### src/rtl/sdram_burst_reader.sv
// Burst-read sequencer for SDRAM controller channel 2: turns one (address, length)
// command into single-word reads, one outstanding, buffered in a FWFT FIFO.
module sdram_burst_reader #(
   parameter int FIFO_DEPTH = 4
) (
   input  logic        clk,
   input  logic        reset,
   input  logic        cmd_valid,
   output logic        cmd_ready,
   input  logic [26:0] cmd_addr,
   input  logic [7:0]  cmd_len,
   output logic [26:0] ch2_addr,
   output logic        ch2_req,
   output logic        ch2_rnw,
   output logic [31:0] ch2_din,
   input  logic [31:0] ch2_dout,
   input  logic        ch2_ready,
   output logic        out_valid,
   output logic [31:0] out_data,
   input  logic        out_ready,
   output logic        busy,
   output logic        done,
   output logic [1:0]  state_dbg
);
   localparam int PTR_W = $clog2(FIFO_DEPTH);
   localparam int CNT_W = PTR_W + 1;
   localparam logic [CNT_W-1:0] DEPTH_C = CNT_W'(FIFO_DEPTH);

   typedef enum logic [1:0] {
      S_IDLE  = 2'd0,
      S_ISSUE = 2'd1,
      S_WAIT  = 2'd2,
      S_DRAIN = 2'd3
   } state_t;

   state_t             state_q, state_d;
   logic [26:0]        addr_q, addr_d;
   logic [26:0]        ch2_addr_q, ch2_addr_d;
   logic               ch2_req_q, ch2_req_d;
   logic [8:0]         remaining_q, remaining_d;
   logic [31:0]        mem_q [FIFO_DEPTH];
   logic [31:0]        mem_d [FIFO_DEPTH];
   logic [PTR_W-1:0]   wr_ptr_q, wr_ptr_d;
   logic [PTR_W-1:0]   rd_ptr_q, rd_ptr_d;
   logic [CNT_W-1:0]   count_q, count_d;
   logic               push, pop, fifo_empty, fifo_has_room;
   logic               unused_addr_lsbs;

   assign unused_addr_lsbs = ^cmd_addr[1:0];

   always_comb begin
      state_d     = state_q;
      addr_d      = addr_q;
      ch2_addr_d  = ch2_addr_q;
      ch2_req_d   = 1'b0;
      remaining_d = remaining_q;
      mem_d       = mem_q;
      wr_ptr_d    = wr_ptr_q;
      rd_ptr_d    = rd_ptr_q;
      count_d     = count_q;

      fifo_empty    = (count_q == '0);
      fifo_has_room = (count_q < DEPTH_C);
      // Only a completion for our own outstanding request may push.
      push          = (state_q == S_WAIT) && ch2_ready;
      pop           = !fifo_empty && out_ready;

      case (state_q)
         S_IDLE: begin
            if (cmd_valid) begin
               addr_d      = {cmd_addr[26:2], 2'b00};
               remaining_d = {1'b0, cmd_len} + 9'd1;
               state_d     = S_ISSUE;
            end
         end
         S_ISSUE: begin
            if (fifo_has_room) begin
               ch2_req_d  = 1'b1;
               ch2_addr_d = addr_q;
               state_d    = S_WAIT;
            end
         end
         S_WAIT: begin
            if (ch2_ready) begin
               addr_d      = addr_q + 27'd4;
               remaining_d = remaining_q - 9'd1;
               state_d     = (remaining_q == 9'd1) ? S_DRAIN : S_ISSUE;
            end
         end
         S_DRAIN: begin
            if (fifo_empty) state_d = S_IDLE;
         end
         default: state_d = S_IDLE;
      endcase

      if (push) begin
         mem_d[wr_ptr_q] = ch2_dout;
         wr_ptr_d        = wr_ptr_q + PTR_W'(1);
      end
      if (pop) rd_ptr_d = rd_ptr_q + PTR_W'(1);
      case ({push, pop})
         2'b10:   count_d = count_q + CNT_W'(1);
         2'b01:   count_d = count_q - CNT_W'(1);
         default: count_d = count_q;
      endcase
   end

   always_ff @(posedge clk) begin
      if (reset) begin
         state_q     <= S_IDLE;
         addr_q      <= '0;
         ch2_addr_q  <= '0;
         ch2_req_q   <= 1'b0;
         remaining_q <= '0;
         wr_ptr_q    <= '0;
         rd_ptr_q    <= '0;
         count_q     <= '0;
      end else begin
         state_q     <= state_d;
         addr_q      <= addr_d;
         ch2_addr_q  <= ch2_addr_d;
         ch2_req_q   <= ch2_req_d;
         remaining_q <= remaining_d;
         wr_ptr_q    <= wr_ptr_d;
         rd_ptr_q    <= rd_ptr_d;
         count_q     <= count_d;
      end
   end

   // Storage needs no reset: the count alone decides what is valid.
   always_ff @(posedge clk) begin
      mem_q <= mem_d;
   end

   // done marks the DRAIN cycle that finds the FIFO empty; busy is already low there.
   assign done      = (state_q == S_DRAIN) && fifo_empty;
   assign busy      = (state_q != S_IDLE) && !done;
   assign cmd_ready = (state_q == S_IDLE) && !reset;
   assign ch2_req   = ch2_req_q;
   assign ch2_addr  = ch2_addr_q;
   assign ch2_rnw   = 1'b1;
   assign ch2_din   = 32'd0;
   assign out_valid = !fifo_empty;
   assign out_data  = mem_q[rd_ptr_q];
   assign state_dbg = state_q;
endmodule

### config.mk
export PLATFORM = sky130hd
export DESIGN_NAME = sdram_burst_reader
export DESIGN_NICKNAME = d
export VERILOG_FILES = /design/src/rtl/sdram_burst_reader.sv
export SDC_FILE = /design/constraint.sdc
export NUM_CORES = 1
export LEC_CHECK = 0
export ABC_CLOCK_PERIOD_IN_PS = 3200
export CORE_MARGIN = 2
export CORE_UTILIZATION = 52
export CTS_CLUSTER_DIAMETER = 80
export DETAILED_ROUTE_END_ITERATION = 8
export GPL_ROUTABILITY_DRIVEN = 0
export PLACE_DENSITY = 0.81
export SLEW_MARGIN = 30
export SYNTH_ARGS = -nofsm -noshare
export SYNTH_HDL_FRONTEND = slang
export SYNTH_SLANG_ARGS = --single-unit
### constraint.sdc
create_clock -name clk -period 3.2 [get_ports clk]
set_clock_uncertainty 0.15 [all_clocks]
set_input_delay 0.48 -clock clk [delete_from_list [all_inputs] [get_ports clk]]
set_output_delay 0.48 -clock clk [all_outputs]
set_load 0.03 [all_outputs]
### Yosys cells after proc, flatten, opt, wreduce, memory -nomap -nowiden

Cells that the tools add are included.
W data, S select, Z words.

* bits in latches: 0
* memories: 0
* output and inout bits: 99
* ROM bits: 0
* flip-flop bits (word level): 201
* memory bits (writable): 0
* bits of input ports: 72

* bitwise gates (word level): 3
* $lt $le $gt $ge: 4
* multipliers: 0
* add/sub/neg operators: 7
* mux-type cells: 20
* divide/modulo/power cells: 0
* eq/ne operators: 10
* shift operators: 0
* reduce and logical (&&, ||, !) cells: 18

Operator list (count)
* $bwmux W128: 1
* $mux W32: 3
* $bmux W32 S2: 1
* $demux W32 S2: 1
* $mux W27: 2
* $pmux W27 S2: 1
* $add A27 B3 Y27 const B: 1
* $mux W9: 2
* $pmux W9 S2: 1
* $mux W2: 5
* $add A8 B1 Y9 const B: 1
* $eq A9 B1 Y1 const B: 1
* $sub A9 B1 Y9 const B: 1
* $ne A2 B2 Y1 const B: 4
* $pmux W2 S4: 1
* $eq A2 B2 Y1 const B: 3
* $ge A3 B3 Y1 const B: 2
* $logic_and A1 B1 Y1: 6
* $not A2 Y3: 2
* $pmux W3 S2: 1
* $reduce_bool A2 Y1: 3
* $add A2 B1 Y2 const B: 2
* $eq A2 B1 Y1 const B: 2
* $reduce_and A4 Y1: 1
* other kinds (12): 14

### Depth between registers and ports, before layout

Gate-level depths: netlist (run 1).

* word-level depth: 6
* mapped depth: 10

### Worst setup path after synthesis (run 1)

Ideal clock, no wire load.

* kind: reg2reg
* start point: register state_q[1] (netlist: state_dbg[1])
* end point: register mem_q[0] (netlist name) (enable)
* path buffers: 2
* cell stages (with the launch flop): 5
* period minus slack after synthesis: 2703 ps
* setup time: 392 ps
* path slack: 497 ps
* data required time: 2658 ps
* arrival: 2161 ps
* path through: dfxtp_1 > buf_2 > nor2b_1 > clkbuf_1 > and3_1

* word-level cells in the longest chain between the ends: 2

Ends and longest elaborated chain
* start, declared: RTL line 36 `state_t state_q, state_d;`
* start signal, assigned: RTL line 119 `state_q <= state_d;`
* $eq A2 B2 Y1: RTL line 65 `push = (state_q == S_WAIT) && ch2_ready;`
* $logic_and A1 B1 Y1: RTL line 65
* end signal, assigned: RTL line 132 `mem_q <= mem_d;`
* end, declared: RTL line 41 `logic [31:0] mem_q [FIFO_DEPTH];`

No other way between the ends.
A chain may end at the register's enable or synchronous reset.

### Worst setup path after layout (run 1)

* start point: register state_q[1] (netlist: state_dbg[1])
* end point: output port busy

* word-level cells in the longest chain between the ends: 4

Ends and longest elaborated chain
* $eq A2 B2 Y1: RTL line 136 `assign done = (state_q == S_DRAIN) && fifo_empty;`
* $logic_and A1 B1 Y1: RTL line 136
* $logic_not A1 Y1: RTL line 137 `assign busy = (state_q != S_IDLE) && !done;`
* $logic_and A1 B1 Y1 (*): RTL line 137
* end, declared: RTL line 21 `output logic busy,`

Every way passes the cells marked *; elsewhere a longest branch is shown, timed or not.

==> results.ini, run 1 <==
[drt]
drtIter0Drc=493
wirelength_um=18930
routed_via_density=5.649
postRouteAntennaNets=0
drc=0
num_vias=5869
firstDrtPassIters=5
wl_per_cell_um=18.22

[synth]
synth_edf_count=128
synth_area_leaders=edfxtp_1 (45%), dfxtp_1 (16%), mux4_2 (8.5%), a21oi_1 (3.9%), nand2_1 (3.5%)
synthMostInstantiatedCell=edfxtp_1
yosysWarnings=0
syn_avg_cell_area_um2=12.43
syn_inst=681
synthArstFlopShare_pct=0
yosys_register_bits=197
yosys.area.top_type=edfxtp_1
synth_common_cells=edfxtp_1 (128), nand2_1 (80), dfxtp_1 (69), a21oi_1 (66), nor2_1 (39)
synthDistinctLibCells=58
synth_top_cell_area_share_pct=45.40
ys_seq_area_share_pct=61.71
synthesis.area_um2=8467
synth_top_flop_cell=edfxtp_1

[timing]
fmaxAchievable_mhz=337.1
setup_viol=0
slew_headroom_pct=38.07
worst_pin_slew_ps=926.8
hold_violations=0
setup_slack_ps=233.2
maxSlewViolCount=0
min_period_ps=2967
rsz0062_at_grt=false
finalCritPeriodShare_pct=92.71
finalSetupTns_ps=0

[clock_tree]
ctsHoldBuffers=0
ctsResizeCount=0
clock-sinks=197
clk_pin_slew_worst_paths_ps=80
clockBufferDepth=2
clk_latency_ps=430
postCtsSetupBuffers=0
numCtsBuffers=17
htreeDepth=4
tritoncts=done
root_buffer=clkbuf_16

[power]
switching_power_uw=1705
p_leak_uw=0.003477
sequentialPowerShare_pct=47.1
totalPowerFinal_uw=6144
p_sw_share_pct=27.74
ir_drop_mv=0.4014
comb_power_share_pct=16.8
clkPwrFrac_pct=36.1
powerDensity_nw_per_um2=582.0
p_int_uw=4439

[critical_path]
ff2ff_setup_slack_ps=640
slowest_delay_ps=690
cp_data_required_time_ps=2570
worstSetupEndpointType=primary output
crit_arrival_ps=2340
cp_common_cell=nor2_1
path_class=register to primary output
cp_slowest_cell=clkdlybuf4s50_1
critPathTopFamily=buffers and inverters
path_max_fanout=15
path_cells=buf_4 > nor2_1 > nor2_1 > clkdlybuf4s50_1
critPathBufInv=2
start_kind=register

[flow_run]
maxCapViolations=0

[die]
ios=171
die_area_um2=17320
initial_core_util_pct=53.30
fp.dieH_um=131.6
core_um2=15890
die_w_um=131.6
row_count=46

[place]
dpl_cell_area_um2=9927
dp_slack_ps=397.7
port_buffers=133
dp_hpwl_um=12610

[final_layout]
post-route-cell-area_um2=10560
final_nets=891
final_core_util_pct=66.45
synthToLayoutAreaGrowth_pct=24.66
drive_above_1_share_pct=11.80

[global_routing]
grt_max_degree=75
grt_pass1_wl_um=29900
antenna_found_initial=1
grt_pass1_vias=5730
overflow=0
gr-usage-all-layers_pct=22.04

[run_status]
outcome=finished, final reports clean

[hold_path]
hold_path.class=register to register

## power by group through the flow
stage	clock network (µW)	logic [µW]	registers, µW
after CTS	2250	1030	2890
after global placement	0	1010	2940
after floorplan	0	673	2940
after detailed placement	0	1030	2950
after global routing	2350	1110	2910
final	2220	1030	2900
## placed cells by master (no fill, tap or decap), drive strengths merged, types with 2 or more instances in the layout
cell / n
conb: 35
ha: 9
inv: 23
mux4: 32
or4: 3
o32ai: 5
buf: 19
clkbuf: 17
o221ai: 3
clkinv: 3
or2: 2
or3: 8
nand4: 8
xor2: 6
nand2b: 5
nand2: 80
mux2i: 3
nor2b: 2
nand3: 18
dfxtp: 69
a21oi: 66
edfxtp: 128
bufinv: 2
nor2: 39
a211oi: 14
nor4: 3
clkdlybuf4s50: 132
nor4b: 3
and2: 3
xnor2: 6
and3: 6
o21bai: 4
nor3: 17
o31ai: 3
a31oi: 2
o21ai: 20
o22ai: 5
## routing by layer
layer,routed length [µm],share of wire (%),GRT usage (%)
met1,7719,41,28.07
met2,9562,51,37.49
met3,1277,6.7,4.823
met4,370,2.0,7.428
met5,0,0,0
## registers in the layout (all words and copies together) (netlist names)
name / count
remaining_q: 9
ch2_req: 1
mem_q: 128
ch2_addr: 25
count_q: 3
addr_q: 25
rd_ptr_q: 2
wr_ptr_q: 2
state_dbg: 2
## worst register-to-register path: cells and delay by family, from the launching register on
| family | cells | cell delay (ps) |
|---|---|---|
| and+or+nand+nor | 4 | 1470 |
| DFF | 1 | 430 |
| adders and majority gates | 1 | 270 |
| AOI/OAI and AO/OA | 1 | 170 |
## stage by stage
| step | hold slack (ps) | cells |
|---|---|---|
| floorplan | 294.9 | 714 |
| global placement | 294.3 | 1006 |
| CTS | 306.7 | 1038 |
| global route | 319.7 | 1039 |
| finish | 305.3 | 1039 |
| detailed placement | 295.5 | 1006 |
## worst paths after layout
path              cells after the start            to         start
setup reg to reg                      6    addr_q[26]     addr_q[2]
setup / recovery                      4          busy  state_dbg[1]
hold / removal                        2  ch2_addr[22]  ch2_addr[22]
hold reg to reg                       2  ch2_addr[22]  ch2_addr[22]
## cell families (layout without fill, tap and decap cells)
logic type      Yosys count  in the layout  share of synthesized area (%)
simple gates            200            200                          11.16
flops                   197            197                          61.71
compound gates          137            137                          9.872
buf+inv                  88            196                          5.497
mux                      35             35                          8.867
xor+xnor                 12             12                          1.241
fa+ha+maj                10             10                          1.566
other cells               2             36                        0.08870
## final cells by class
type | count | area, µm²
Antenna cell | 1 | 2.502
Clock buffer | 17 | 425.4
Timing Repair Buffer | 151 | 1474
Fill cell | 1176 | 5330
Inverter | 13 | 48.80
Clock inverter | 15 | 198.9
Tap cell | 216 | 270.3
Sequential cell | 197 | 5226
Multi-Input combinational cell | 429 | 2909
No activity file was read; power rests on OpenSTA's default activity.
==> inputs of run 2 (changes only) <==
Settings changed: SLEW_MARGIN 30 to 20.
==> results.ini, run 2 (synthesis gave the netlist of run 1 again) <==
[run_status]
outcome=finished, final reports clean

[timing]
finalSetupTns_ps=0  ; unchanged
fmaxAchievable_mhz=337.1  ; about the same
setup_viol=0  ; unchanged
setup_slack_ps=233.1  ; -0.1470 ps
slew_headroom_pct=38.07  ; unchanged
worst_pin_slew_ps=926.8  ; +0.00005960 ps
maxSlewViolCount=0  ; unchanged
rsz0062_at_grt=false
finalCritPeriodShare_pct=92.72  ; about the same
hold_violations=0  ; unchanged
hold_ws_ps=305.3  ; +0.001000 ps
min_period_ps=2967  ; +0.1470 ps

[final_layout]
synthToLayoutAreaGrowth_pct=24.65  ; about the same
finalNonFillerCells=1039  ; unchanged
layout_common_cells=clkdlybuf4s50_1 (132), edfxtp_1 (128), nand2_1 (80), dfxtp_1 (68), a21oi_1 (66)
final_nets=891  ; unchanged
final_core_util_pct=66.44  ; about the same
final_common_cell=clkdlybuf4s50_1
regMostFlops=mem_q
largest_register_ffs=128  ; unchanged
fill_cells=1177  ; +0.085%
drive_above_1_share_pct=11.68  ; -0.12 points

[clock_tree]
ctsHoldBuffers=0  ; unchanged
clk_pin_slew_worst_paths_ps=80  ; about the same
clockBufferDepth=2  ; unchanged
clock-sinks=197  ; unchanged
ctsResizeCount=0  ; unchanged
root_buffer=clkbuf_16
tritoncts=done
postCtsSetupBuffers=0  ; unchanged
numCtsBuffers=17  ; unchanged
clk_latency_ps=430  ; about the same
htreeDepth=4  ; unchanged

[drt]
num_vias=5872  ; +0.051%
routed_via_density=5.652  ; about the same
drc=0  ; unchanged
drtIter0Drc=493  ; unchanged
wl_per_cell_um=18.22  ; about the same
wirelength_um=18930  ; about the same
postRouteAntennaNets=0  ; unchanged
firstDrtPassIters=6  ; +1

[power]
ir_drop_mv=0.4014  ; about the same
powerDensity_nw_per_um2=582.1  ; about the same
p_leak_uw=0.003476  ; about the same

[global_routing]
grt_use_met2_pct=37.49  ; unchanged
gr-usage-all-layers_pct=22.04  ; unchanged
antenna_found_initial=1  ; unchanged
grt_max_degree=75  ; unchanged
grt_pass1_wl_um=29900  ; unchanged
top_usage_layer=met2
overflow=0  ; unchanged
grt_pass1_vias=5730  ; unchanged
use_met3_pct=4.823  ; unchanged
grt_use_met1_pct=28.07  ; unchanged

[critical_path]
path_cells=buf_4 > nor2_1 > nor2_1 > clkdlybuf4s50_1
path_class=register to primary output
cp_common_cell=nor2_1
crit_arrival_ps=2340  ; about the same
cp_data_required_time_ps=2570  ; about the same
worst_r2r_path_depth=6  ; unchanged
slowest_delay_ps=690  ; about the same
ff2ff_setup_slack_ps=640  ; about the same
r2r-end=addr_q[26]
worstSetupEndpointType=primary output
start_kind=register
path_max_fanout=15  ; unchanged
r2r_start=addr_q[2]
cp_slowest_cell=clkdlybuf4s50_1

[hold_path]
holdPathStages=2  ; unchanged
min_to=ch2_addr[22]
worstHoldStart=ch2_addr[22]
hold_path.class=register to register

[die]
row_count=46  ; unchanged
fp.dieH_um=131.6  ; unchanged
core_um2=15890  ; unchanged
die_w_um=131.6  ; unchanged
die_area_um2=17320  ; unchanged
initial_core_util_pct=53.30  ; unchanged
ios=171  ; unchanged

[place]
dp_slack_ps=397.7  ; unchanged
port_buffers=133  ; unchanged
dp_hpwl_um=12610  ; unchanged
place_inst=1006  ; unchanged

[flow_run]
maxCapViolations=0  ; unchanged

[run 2: cell type report]
type | count | area [µm²] | share of cell area [%]
inverter | 13 | 48.80 | 0.4624
timing repair buffer | 151 | 1474 | 13.97
clock buffer | 17 | 425.4 | 4.031
multi-input combinational | 429 | 2908 | 27.55
antenna | 1 | 2.502 | 0.02371
tap | 216 | 270.3 | 2.561
sequential | 197 | 5226 | 49.52
clock inverter | 15 | 198.9 | 1.885
[run 2: report_power, final]
group	switching (µW)	total (µW)	internal [µW]
sequential	103	2900	2790
combinational	588	1030	443
clock	1010	2220	1200
total	1700	6140	4440
[run 2: per-layer routing]
metal | routed length (µm) | vias up
met2 | 9571 | 256
met3 | 1281 | 36
met4 | 370 | 0
met5 | 0 | -
li1 | - | 2738
met1 | 7707 | 2842
[run 2: worst max path at each step]
stage,startpoint,endpoint,slack [ps],cells past startpoint
global placement,ch2_ready,addr_q[26],480,5
global route,state_dbg[1],busy,150,4
finish,state_dbg[1],busy,230,4
floorplan,state_dbg[1],mem_q[0],500,4
detailed placement,ch2_ready,addr_q[26],400,5
CTS,state_dbg[1],busy,250,4
[run 2: worst max-delay path: cells and delay by family (launching register included)]
family	cells	cell delay (ps)
and+or+nand+nor	2	230
buffers and inverters	2	990
DFF	1	680
[run 2: stage by stage]
stage | instance area [µm²] | power, µW
2_1_floorplan | 8591 | 3617
3_3_place_gp | 9927 | 3948
3_5_place_dp | 9927 | 3979
4_1_cts | 10550 | 6179
5_1_grt | 10550 | 6361
6_report | 10550 | 6143
